--- config.mk ---
export PLATFORM = sky130hd
export DESIGN_NAME = mem_bus_master
export DESIGN_NICKNAME = d
export VERILOG_FILES = /design/src/rtl/mem_if_pkg.sv /design/src/rtl/mem_data_align.sv /design/src/rtl/mem_bus_master.sv
export SDC_FILE = /design/constraint.sdc
export NUM_CORES = 1
export LEC_CHECK = 0
export BUFFER_PORTS_ARGS = -buffer_cell sky130_fd_sc_hd__buf_4
export CORE_AREA = 8 8 120 122
export CTS_CLUSTER_DIAMETER = 100
export DETAILED_ROUTE_END_ITERATION = 6
export DIE_AREA = 0 0 128 130
export PLACE_DENSITY = 0.75
export SYNTH_ARGS = -nofsm -noshare
export SYNTH_HDL_FRONTEND = slang
export SYNTH_SLANG_ARGS = --single-unit
--- constraint.sdc ---
create_clock -name clk -period 1.7 [get_ports clk]
set_input_delay 0.17 -clock clk [delete_from_list [all_inputs] [get_ports clk]]
set_output_delay 0.17 -clock clk [all_outputs]
set_load 0.005 [all_outputs]
--- src/rtl/mem_if_pkg.sv ---
// Shared encodings for the memory bus master: command, access size and FSM state.
package mem_if_pkg;

    typedef enum logic {
        CMD_READ  = 1'b0,
        CMD_WRITE = 1'b1
    } cmd_e;

    typedef enum logic [1:0] {
        SIZE_BYTE = 2'd0,
        SIZE_HALF = 2'd1,
        SIZE_WORD = 2'd2,
        SIZE_BAD  = 2'd3
    } size_e;

    typedef enum logic [2:0] {
        S_IDLE = 3'd0,
        S_CMD  = 3'd1,
        S_RDAT = 3'd2,
        S_WDAT = 3'd3,
        S_RESP = 3'd4
    } state_e;

    // Natural alignment: halves on even bytes, words on word boundaries.
    function automatic logic is_legal(input logic [1:0] size, input logic [1:0] offset);
        case (size_e'(size))
            SIZE_BYTE: is_legal = 1'b1;
            SIZE_HALF: is_legal = ~offset[0];
            SIZE_WORD: is_legal = (offset == 2'b00);
            default:   is_legal = 1'b0;
        endcase
    endfunction

endpackage

--- src/rtl/mem_data_align.sv ---
// Byte-lane steering for a 32-bit bus: write strobes, write-data replication,
// and read-data right-justification with sign or zero extension.
module mem_data_align
    import mem_if_pkg::*;
(
    input  logic [1:0]  size,
    input  logic [1:0]  offset,
    input  logic        is_unsigned,
    input  logic [31:0] wdata,
    input  logic [31:0] rdata_raw,
    output logic [3:0]  strb,
    output logic [31:0] wdata_rep,
    output logic [31:0] rdata_ext
);

    logic [31:0] shifted;

    always_comb begin
        shifted   = rdata_raw >> {offset, 3'b000};
        strb      = 4'b1111;
        wdata_rep = wdata;
        rdata_ext = shifted;
        case (size_e'(size))
            SIZE_BYTE: begin
                strb      = 4'b0001 << offset;
                wdata_rep = {4{wdata[7:0]}};
                rdata_ext = is_unsigned ? {24'd0, shifted[7:0]}
                                        : {{24{shifted[7]}}, shifted[7:0]};
            end
            SIZE_HALF: begin
                strb      = 4'b0011 << offset;
                wdata_rep = {2{wdata[15:0]}};
                rdata_ext = is_unsigned ? {16'd0, shifted[15:0]}
                                        : {{16{shifted[15]}}, shifted[15:0]};
            end
            default: ;
        endcase
    end

endmodule

--- src/rtl/mem_bus_master.sv ---
// Single-outstanding memory bus master: turns byte/half/word requests into
// command, read-data and write-data channel transfers with one response each.
module mem_bus_master
    import mem_if_pkg::*;
#(
    parameter int p_ADDR_BITS = 32,
    parameter int p_DATA_BITS = 32,
    parameter int p_STRB_BITS = p_DATA_BITS / 8
) (
    input  logic                   clk,
    input  logic                   rst,
    input  logic                   req_valid,
    output logic                   req_ready,
    input  logic                   req_cmd,
    input  logic [1:0]             req_size,
    input  logic                   req_unsigned,
    input  logic [p_ADDR_BITS-1:0] req_addr,
    input  logic [p_DATA_BITS-1:0] req_wdata,
    output logic                   rsp_valid,
    input  logic                   rsp_ready,
    output logic [p_DATA_BITS-1:0] rsp_rdata,
    output logic                   rsp_err,
    output logic [p_ADDR_BITS-1:0] mem_addr,
    output logic                   mem_cmd,
    output logic                   mem_valid,
    input  logic                   mem_ready,
    input  logic                   mem_r_valid,
    input  logic [p_DATA_BITS-1:0] mem_r_data,
    input  logic                   mem_r_resp,
    output logic                   mem_r_ready,
    output logic                   mem_w_valid,
    output logic [p_STRB_BITS-1:0] mem_w_strb,
    output logic [p_DATA_BITS-1:0] mem_w_data,
    input  logic                   mem_w_ready,
    input  logic                   mem_w_resp,
    output state_e                 dbg_state
);

    // Every channel transfers on the rising edge where valid && ready; a
    // valid, once raised, holds itself and its payload until that edge.

    state_e                 state_q, state_d;
    logic                   cmd_q;
    logic [1:0]             size_q;
    logic                   uns_q;
    logic [p_ADDR_BITS-1:0] addr_q;
    logic [p_DATA_BITS-1:0] wdata_q;
    logic [p_DATA_BITS-1:0] rdata_q;
    logic                   err_q;
    logic                   legal;
    logic [3:0]             strb;
    logic [31:0]            wdata_rep;
    logic [31:0]            rdata_ext;

    assign legal     = is_legal(req_size, req_addr[1:0]);
    assign rsp_rdata = rdata_q;
    assign rsp_err   = err_q;
    assign dbg_state = state_q;

    mem_data_align u_align (
        .size        (size_q),
        .offset      (addr_q[1:0]),
        .is_unsigned (uns_q),
        .wdata       (wdata_q),
        .rdata_raw   (mem_r_data),
        .strb        (strb),
        .wdata_rep   (wdata_rep),
        .rdata_ext   (rdata_ext)
    );

    always_ff @(posedge clk or negedge rst) begin
        if (!rst) state_q <= S_IDLE;
        else      state_q <= state_d;
    end

    // Bus outputs decode straight from state so reset drops them immediately.
    always_comb begin
        state_d     = state_q;
        req_ready   = 1'b0;
        rsp_valid   = 1'b0;
        mem_valid   = 1'b0;
        mem_addr    = '0;
        mem_cmd     = 1'b0;
        mem_r_ready = 1'b0;
        mem_w_valid = 1'b0;
        mem_w_strb  = '0;
        mem_w_data  = '0;
        case (state_q)
            S_IDLE: begin
                req_ready = rst;
                if (req_valid) state_d = legal ? S_CMD : S_RESP;
            end
            S_CMD: begin
                mem_valid = 1'b1;
                mem_addr  = {addr_q[p_ADDR_BITS-1:2], 2'b00};
                mem_cmd   = cmd_q;
                if (mem_ready) state_d = (cmd_q == CMD_WRITE) ? S_WDAT : S_RDAT;
            end
            S_RDAT: begin
                mem_r_ready = 1'b1;
                if (mem_r_valid) state_d = S_RESP;
            end
            S_WDAT: begin
                mem_w_valid = 1'b1;
                mem_w_strb  = strb;
                mem_w_data  = wdata_rep;
                if (mem_w_ready) state_d = S_RESP;
            end
            S_RESP: begin
                rsp_valid = 1'b1;
                if (rsp_ready) state_d = S_IDLE;
            end
            default: state_d = S_IDLE;
        endcase
    end

    always_ff @(posedge clk or negedge rst) begin
        if (!rst) begin
            cmd_q   <= 1'b0;
            size_q  <= 2'd0;
            uns_q   <= 1'b0;
            addr_q  <= '0;
            wdata_q <= '0;
            rdata_q <= '0;
            err_q   <= 1'b0;
        end else begin
            case (state_q)
                S_IDLE: begin
                    if (req_valid && req_ready) begin
                        cmd_q   <= req_cmd;
                        size_q  <= req_size;
                        uns_q   <= req_unsigned;
                        addr_q  <= req_addr;
                        wdata_q <= req_wdata;
                        rdata_q <= '0;
                        err_q   <= ~legal;
                    end
                end
                S_RDAT: begin
                    if (mem_r_valid) begin
                        rdata_q <= rdata_ext;
                        err_q   <= mem_r_resp;
                    end
                end
                S_WDAT: begin
                    if (mem_w_ready) begin
                        rdata_q <= '0;
                        err_q   <= mem_w_resp;
                    end
                end
                default: ;
            endcase
        end
    end

endmodule

Yosys cells after proc, flatten, opt, wreduce, memory -nomap -nowiden
Index checks and enable logic that the tools add are counted.
{"block": "totals", "in_bits": 109, "ramBits": 0, "romBits": 0, "elab_cells": 66, "n_memories": 0, "latchBits": 0, "out_inout_bits": 110, "regBits": 104}
{"block": "op_classes", "addsub": 0, "mul": 0, "div_mod_pow": 0, "n_reduce_logical": 9, "n_eq_ne": 13, "muxes": 31, "n_bitwise": 2, "shifts": 3, "magnitude_cmp": 0}
{"cell": "2-to-1 mux 32 bit", "count": 7}
{"cell": "case mux 32 bit (2 select lines)", "count": 2}
{"cell": "case mux 32 bit (3 select lines)", "count": 1}
{"cell": ">> shifter 32 x 5 -> 32 bit", "count": 1}
{"cell": "2-to-1 mux 3 bit", "count": 6}
{"cell": "case mux 3 bit (5 select lines)", "count": 1}
{"cell": "!= test 2 bit, second input constant", "count": 6}
{"cell": "2-to-1 mux 1 bit", "count": 10}
{"cell": "case mux 4 bit (2 select lines)", "count": 1}
{"cell": "== test 3 x 2 -> 1 bit, second input constant", "count": 2}
{"cell": "logical NOT 2 bit", "count": 3}
{"cell": "case mux 1 bit (3 select lines)", "count": 2}
{"cell": "AND reduction 5 bit", "count": 1}
{"cell": "== test 2 x 1 -> 1 bit, second input constant", "count": 2}
{"cell": "2-to-1 mux 4 bit", "count": 1}
{"cell": "AND reduction 4 bit", "count": 1}
{"cell": "left shift 1 x 2 -> 4 bit, first input constant", "count": 1}
{"cell": "left shift 2 x 2 -> 4 bit, first input constant", "count": 1}
{"cell": "== test 3 x 1 -> 1 bit, second input constant", "count": 1}
{"cell": "== test 3 bit, second input constant", "count": 1}
{"cell": "logical NOT 3 bit", "count": 1}
{"cell": "nonzero test 3 bit", "count": 1}
{"cell": "== test 2 bit, second input constant", "count": 1}
{"cell": "inverter 1 bit", "count": 2}
{"cell": "2 further kinds", "count": 2}

Depth between registers and ports, before layout
{"block": "logic_depth", "depth_word": 5, "depth_mapped": 7, "mapped_depth_nobuf": 4}

Modules after synthesis
A second synthesis with hierarchy kept.
{"block": "hier_totals", "cells_unflattened": 590, "hier_area_um2": 6102.1}
{"mod": "mem_bus_master", "seq_area_each_um2": 2602.5, "area_per_inst_um2": 4784.6, "cells_per_inst": 408, "n_inst": 1}
{"mod": "mem_data_align", "seq_area_each_um2": 0.0, "area_per_inst_um2": 1317.5, "cells_per_inst": 182, "n_inst": 1}

Least setup slack after synthesis
Ideal clock, no wire load.
{"block": "synth_path", "path_type": "register -> register", "startpoint": "reg state_q[1] (netlist: dbg_state[1])", "endpoint": "reg rdata_q[24] (netlist: rsp_rdata[24])", "period_less_slack_ns": 1.771, "path_stages_with_launch": 8, "setup_ns": 0.127, "required_ns": 1.573, "n_path_buf": 3, "path_slack_ns": -0.071, "arrival_time_ns": 1.645, "cell_sequence": "dfrtp_1 buf_6 nor3b_4 and2_2 buf_2 and3_1 buf_2 a221o_2"}
{"block": "synth_between", "elab_chain_len": 5, "elab_cells_between_ends": 11, "cone_classes": "eq/ne: 5; mux: 2; reduce/logical: 4"}
{"item": "start, declared", "line_no": "mem_bus_master.sv:42", "text": "state_e state_q, state_d;"}
{"item": "start signal, assigned", "line_no": "mem_bus_master.sv:73", "text": "else state_q <= state_d;"}
{"item": "logical NOT 3 bit", "line_no": "mem_bus_master.sv:88, mem_bus_master.sv:127"}
{"item": "2-to-1 mux 1 bit", "line_no": "mem_bus_master.sv:88", "text": "case (state_q)"}
{"item": "logical AND 1 bit", "line_no": "mem_bus_master.sv:129", "text": "if (req_valid && req_ready) begin"}
{"item": "!= test 2 bit (no line)"}
{"item": "AND reduction 4 bit (no line)"}
{"item": "end signal, assigned", "line_no": "mem_bus_master.sv:141", "text": "rdata_q <= rdata_ext;"}
{"item": "end, declared", "line_no": "mem_bus_master.sv:48", "text": "logic [p_DATA_BITS-1:0] rdata_q;"}
Parallel ways exist; a longest one is shown, timed or not.
A chain may end at the register's enable or synchronous reset.

Worst setup path after layout
{"block": "layout_path", "startpoint": "reg state_q[2] (netlist: dbg_state[2])", "endpoint": "out mem_addr[28]"}
{"block": "layout_between", "elab_chain_len": 2}
{"item": "== test 3 x 1 -> 1 bit", "line_no": "mem_bus_master.sv:88"}
{"item": "2-to-1 mux 32 bit", "line_no": "mem_bus_master.sv:88"}
{"item": "end, declared", "line_no": "mem_bus_master.sv:23", "text": "output logic [p_ADDR_BITS-1:0] mem_addr,"}
Every way passes these cells.

==> metrics.md <==
| Metric | Value |
|---|---|
| Result of the run | finished with violations |
| Violated checks | setup timing |
| Accumulated negative setup slack | -17.71 ns |
| Power Total | 16.26 mW |
| Initial core utilization | 43.11% |
| Final cell utilization of the core | 75.02% |
| Final hold violation count | 0 |
| Post-synthesis sequential element count | 104 |
| Register area share after synthesis | 48.63% |
| Synth async-reset ratio | 100.0% |
| Cell type with the highest occurrence count on the critical path | sky130_fd_sc_hd__buf_6 |
| Worst hold slack | 0.04318 ns |
| Slowest Stage Delay on Critical Path | 0.45 ns |
| IO Pins | 219 |
| Share of the synthesized area in the top cell type | 48.63% |
| Die footprint | 16,640 um2 |
| Count of flip-flops with a built-in enable after synthesis | 0 |
| Number of buffers added by the clock tree synthesis step | 9 |
| Clock network latency to the later pin of the worst-skew pair | approximately 0.36 ns |
| Final worst path period need | between 1.5 and 2 ns |
| CORE AREA | between 10,000 and 15,000 um2 |
| Clock skew | around 0.010 ns |
| Slew HR | 62.34% |
| Cell Chain, Critical Path | buf_6 -> nor2b_4 -> and2b_4 -> clkbuf_16 -> and2_4 -> buf_6 |
| Area contributors post-synth | sky130_fd_sc_hd__dfrtp_1, sky130_fd_sc_hd__mux2_2, sky130_fd_sc_hd__mux2i_1, sky130_fd_sc_hd__and2_1, sky130_fd_sc_hd__a221o_2 |
| Post-route standard cell area excluding fillers | 9313 um2 |
| Maximum root-to-sink buffer count | 2 |
| Standard cell with the maximum stage delay on the critical path | sky130_fd_sc_hd__dfrtp_2 |
| Grt total ovfl | 0 |
| Row Count | 41 |
| Antenna-violating nets left | 0 |
| Routability congestion estimate from global placement | roughly 0.81 |
| Share of the clock period used by the worst path | 111.7% |
| Count of buffers from port buffering | roughly 220 |
| Post-synth top area cell | sky130_fd_sc_hd__dfrtp_1 |
| Power density normalized to cell area | 1746 nW/um2 |
| Number of distinct standard cells referenced by the synthesized netlist | 43 |
| Data required time of the worst path | 1.53 ns |
| Iteration-0 DRC count of the detailed router | 325 |
| Vias in the first global route | between 5,000 and 6,000 |
| Synth-to-layout area growth | 74.02% |
| Routed wire per std cell | 22.58 um |
| Warnings from Yosys | 0 |
| Critical path launch point type | flip-flop |
| Global Route Usage Sum | 22.38% |
| Clock-pin slew reported for the worst setup and hold paths after clock tree synthesis | 0.07 ns |
| Placed wire-length estimate | 12.83 mm |
| Global-route wire length before repair | 29.04 mm |
| WL final | between 20 and 25 mm |
| Layout cell share with drive strength beyond 1 | 71.97% |
| Ys flop type | sky130_fd_sc_hd__dfrtp_1 |
| Cell class contributing the biggest share of worst-path delay | simple AND/OR/NAND/NOR gates |
| Cell leakage power | 4.386 nW |
| Vertical die dimension | 130 um |
| Worst vdd ir | between 0.001 and 0.0015 V |
| Data arrival time of the critical path | 1.73 ns |
| CTS tree | done |
| Instance count of the mapped netlist | about 460 |
| Post-place instance area | 7331 um2 |
| Residual DRC | 0 |
| Layout Nets | ~840 |
| Clock root buffer | sky130_fd_sc_hd__clkbuf_16 |
| Category of the critical setup timing path | flip-flop to output pin |
| Final setup vio count | roughly 170 |
| Pin count of the biggest net entering global routing | approximately 110 |
| Cell area after synthesis | between 5000 and 6000 um2 |
| Number of antenna violations at the first check in global routing | 0 |
| Post-Syn Area per Cell | 11.68 um2 |
| First-pass iteration count of the detailed router | 4 |
| Dominant cell by count in the synthesized netlist | sky130_fd_sc_hd__dfrtp_1 |
| Pins over their slew limit | 0 |
| RSZ-0062 raised after global routing | yes |
| CTS sink count | 104 |
| Horizontal extent of the die | 128 um |
| Slew at the pin closest to its max-slew limit | 0.5649 ns |
| Via-to-Cell Ratio | 5.432 |
| Commonest cells in the synthesized netlist | sky130_fd_sc_hd__dfrtp_1, sky130_fd_sc_hd__mux2_2, sky130_fd_sc_hd__nor2_1 |
| N_diodes | 0 |
| Worst setup margin | -0.1981 ns |
| Buffers plus inverters on the worst setup path | 3 |
| H-Tree Level Count | 3 |
| Number of max-cap violations | 0 |
| Class of the tightest hold or removal check | input port to flip-flop |
| Maximum fanout along the worst path | 10 |
| Setup crit end kind | output pin |
| Highest clock rate | 526.8 MHz |
| Via total after detailed routing | between 4,000 and 5,000 |
## cells by family (layout without fill, tap and decap cells)
group,Yosys count,after routing,synth area share (%)
compound gates,79,79,11.85
xor+xnor,1,1,0.1637
buf+inv,42,317,4.279
flops,104,104,48.63
mux,113,113,23.40
other cells,1,2,0.07008
simple gates,118,119,11.60
## power by group
| part | internal (mW) | total [mW] | switching, mW |
|---|---|---|---|
| sequential | 3.69 | 4.71 | 1.02 |
| combinational | 5.25 | 9.07 | 3.83 |
| clock | 1.52 | 2.47 | 0.956 |
| total | 10.5 | 16.3 | 5.80 |
## worst paths after layout
check	from	slack (ns)	cells after the start	end
max reg2reg	dbg_state[1]$_DFFE_PN0P_	-0.16	8	rsp_rdata[25]$_DFFE_PN0P_
max	dbg_state[2]$_DFFE_PN0P_	-0.20	6	mem_addr[28]
min	req_addr[31]	0.04	2	addr_q[31]$_DFFE_PN0P_
min in group asynchronous	rst	0.50	3	size_q[1]$_DFFE_PN0P_
min reg2reg	rsp_rdata[14]$_DFFE_PN0P_	0.50	1	rsp_rdata[14]$_DFFE_PN0P_
max in group asynchronous	rst	0.75	3	addr_q[1]$_DFFE_PN0P_
## sequential cells by signal (all words and copies together) (netlist names)
name       flops
wdata_q       32
rsp_err        1
cmd_q          1
rsp_rdata     32
dbg_state      3
uns_q          1
addr_q        32
size_q         2
## worst register-to-register path: cells and delay by family, from the launching register on
family,cells,cell delay [ns]
DFF,1,0.40
AOI/OAI and AO/OA,2,0.45
buffers and inverters,4,0.52
and+or+nand+nor,2,0.38
## final cells by class
type | count | area, um2
Multi-Input combinational cell | 314 | 3152
Fill cell | 797 | 3102
Timing Repair Buffer | 297 | 2964
Sequential cell | 104 | 2609
Clock buffer | 11 | 252.7
Tap cell | 172 | 215.2
Clock inverter | 5 | 102.6
Inverter | 4 | 17.52
## through the flow
stage / instances / worst slack, ns
2_1_floorplan: 459 / -0.001194
3_3_place_gp: 843 / -0.1557
3_5_place_dp: 843 / -0.2503
4_1_cts: 886 / -0.1672
5_1_grt: 907 / -0.2486
6_report: 907 / -0.1981
## layer usage
layer  vias to the layer above  global-route usage [%]  part of all wire, %
met5                         -                       0                    0
met4                         0                   8.951                  2.4
met3                        34                   8.282                  9.3
met2                       218                   38.15                   51
met1                      2481                   24.99                   37
li1                       2194                       -                    -
## cells in the final DEF (no fill, tap or decap), types with 3 or more instances in the layout
master                      netlist  layout
sky130_fd_sc_hd__dfrtp_1        104      99
sky130_fd_sc_hd__and2_4           0      19
sky130_fd_sc_hd__inv_1            4       3
sky130_fd_sc_hd__nand2_4          1       7
sky130_fd_sc_hd__and2_1          31      14
sky130_fd_sc_hd__nor2_2           0       4
sky130_fd_sc_hd__buf_6            6      71
sky130_fd_sc_hd__nor2b_4          0       3
sky130_fd_sc_hd__a21oi_1         20       4
sky130_fd_sc_hd__bufinv_16        0       3
sky130_fd_sc_hd__and3_4           0       8
sky130_fd_sc_hd__nor2_1          36      15
sky130_fd_sc_hd__buf_4            2     194
sky130_fd_sc_hd__nor3b_4          1       3
sky130_fd_sc_hd__nor2_4           0      17
sky130_fd_sc_hd__mux2i_1         25      18
sky130_fd_sc_hd__a22o_1           8       8
sky130_fd_sc_hd__o2bb2ai_1        8       8
sky130_fd_sc_hd__a221oi_2         0       8
sky130_fd_sc_hd__a221o_2         16      16
sky130_fd_sc_hd__o21ai_0         11      10
sky130_fd_sc_hd__nand2_1         27      14
sky130_fd_sc_hd__dfrtp_2          0       5
sky130_fd_sc_hd__mux2_2          78      77
sky130_fd_sc_hd__nand2_8          0       3
sky130_fd_sc_hd__a21oi_2          1      10
sky130_fd_sc_hd__a21oi_4          0       7
sky130_fd_sc_hd__buf_12           0      13
sky130_fd_sc_hd__buf_8            0       3
sky130_fd_sc_hd__nand2_2          0       5
sky130_fd_sc_hd__buf_16           0       7
sky130_fd_sc_hd__mux2_4           0      10
sky130_fd_sc_hd__clkbuf_16        0      17
sky130_fd_sc_hd__mux2i_2          0       5
## what timing repair did
action,in CTS,in global routing
setup endpoints to repair,104,171
buffers inserted,18,9
hold endpoints to repair,104,0
gates resized for setup,179,73
hold buffers,1,0
pin swaps,40,33
gates cloned,9,12
No activity file was read; power rests on OpenSTA's default activity.
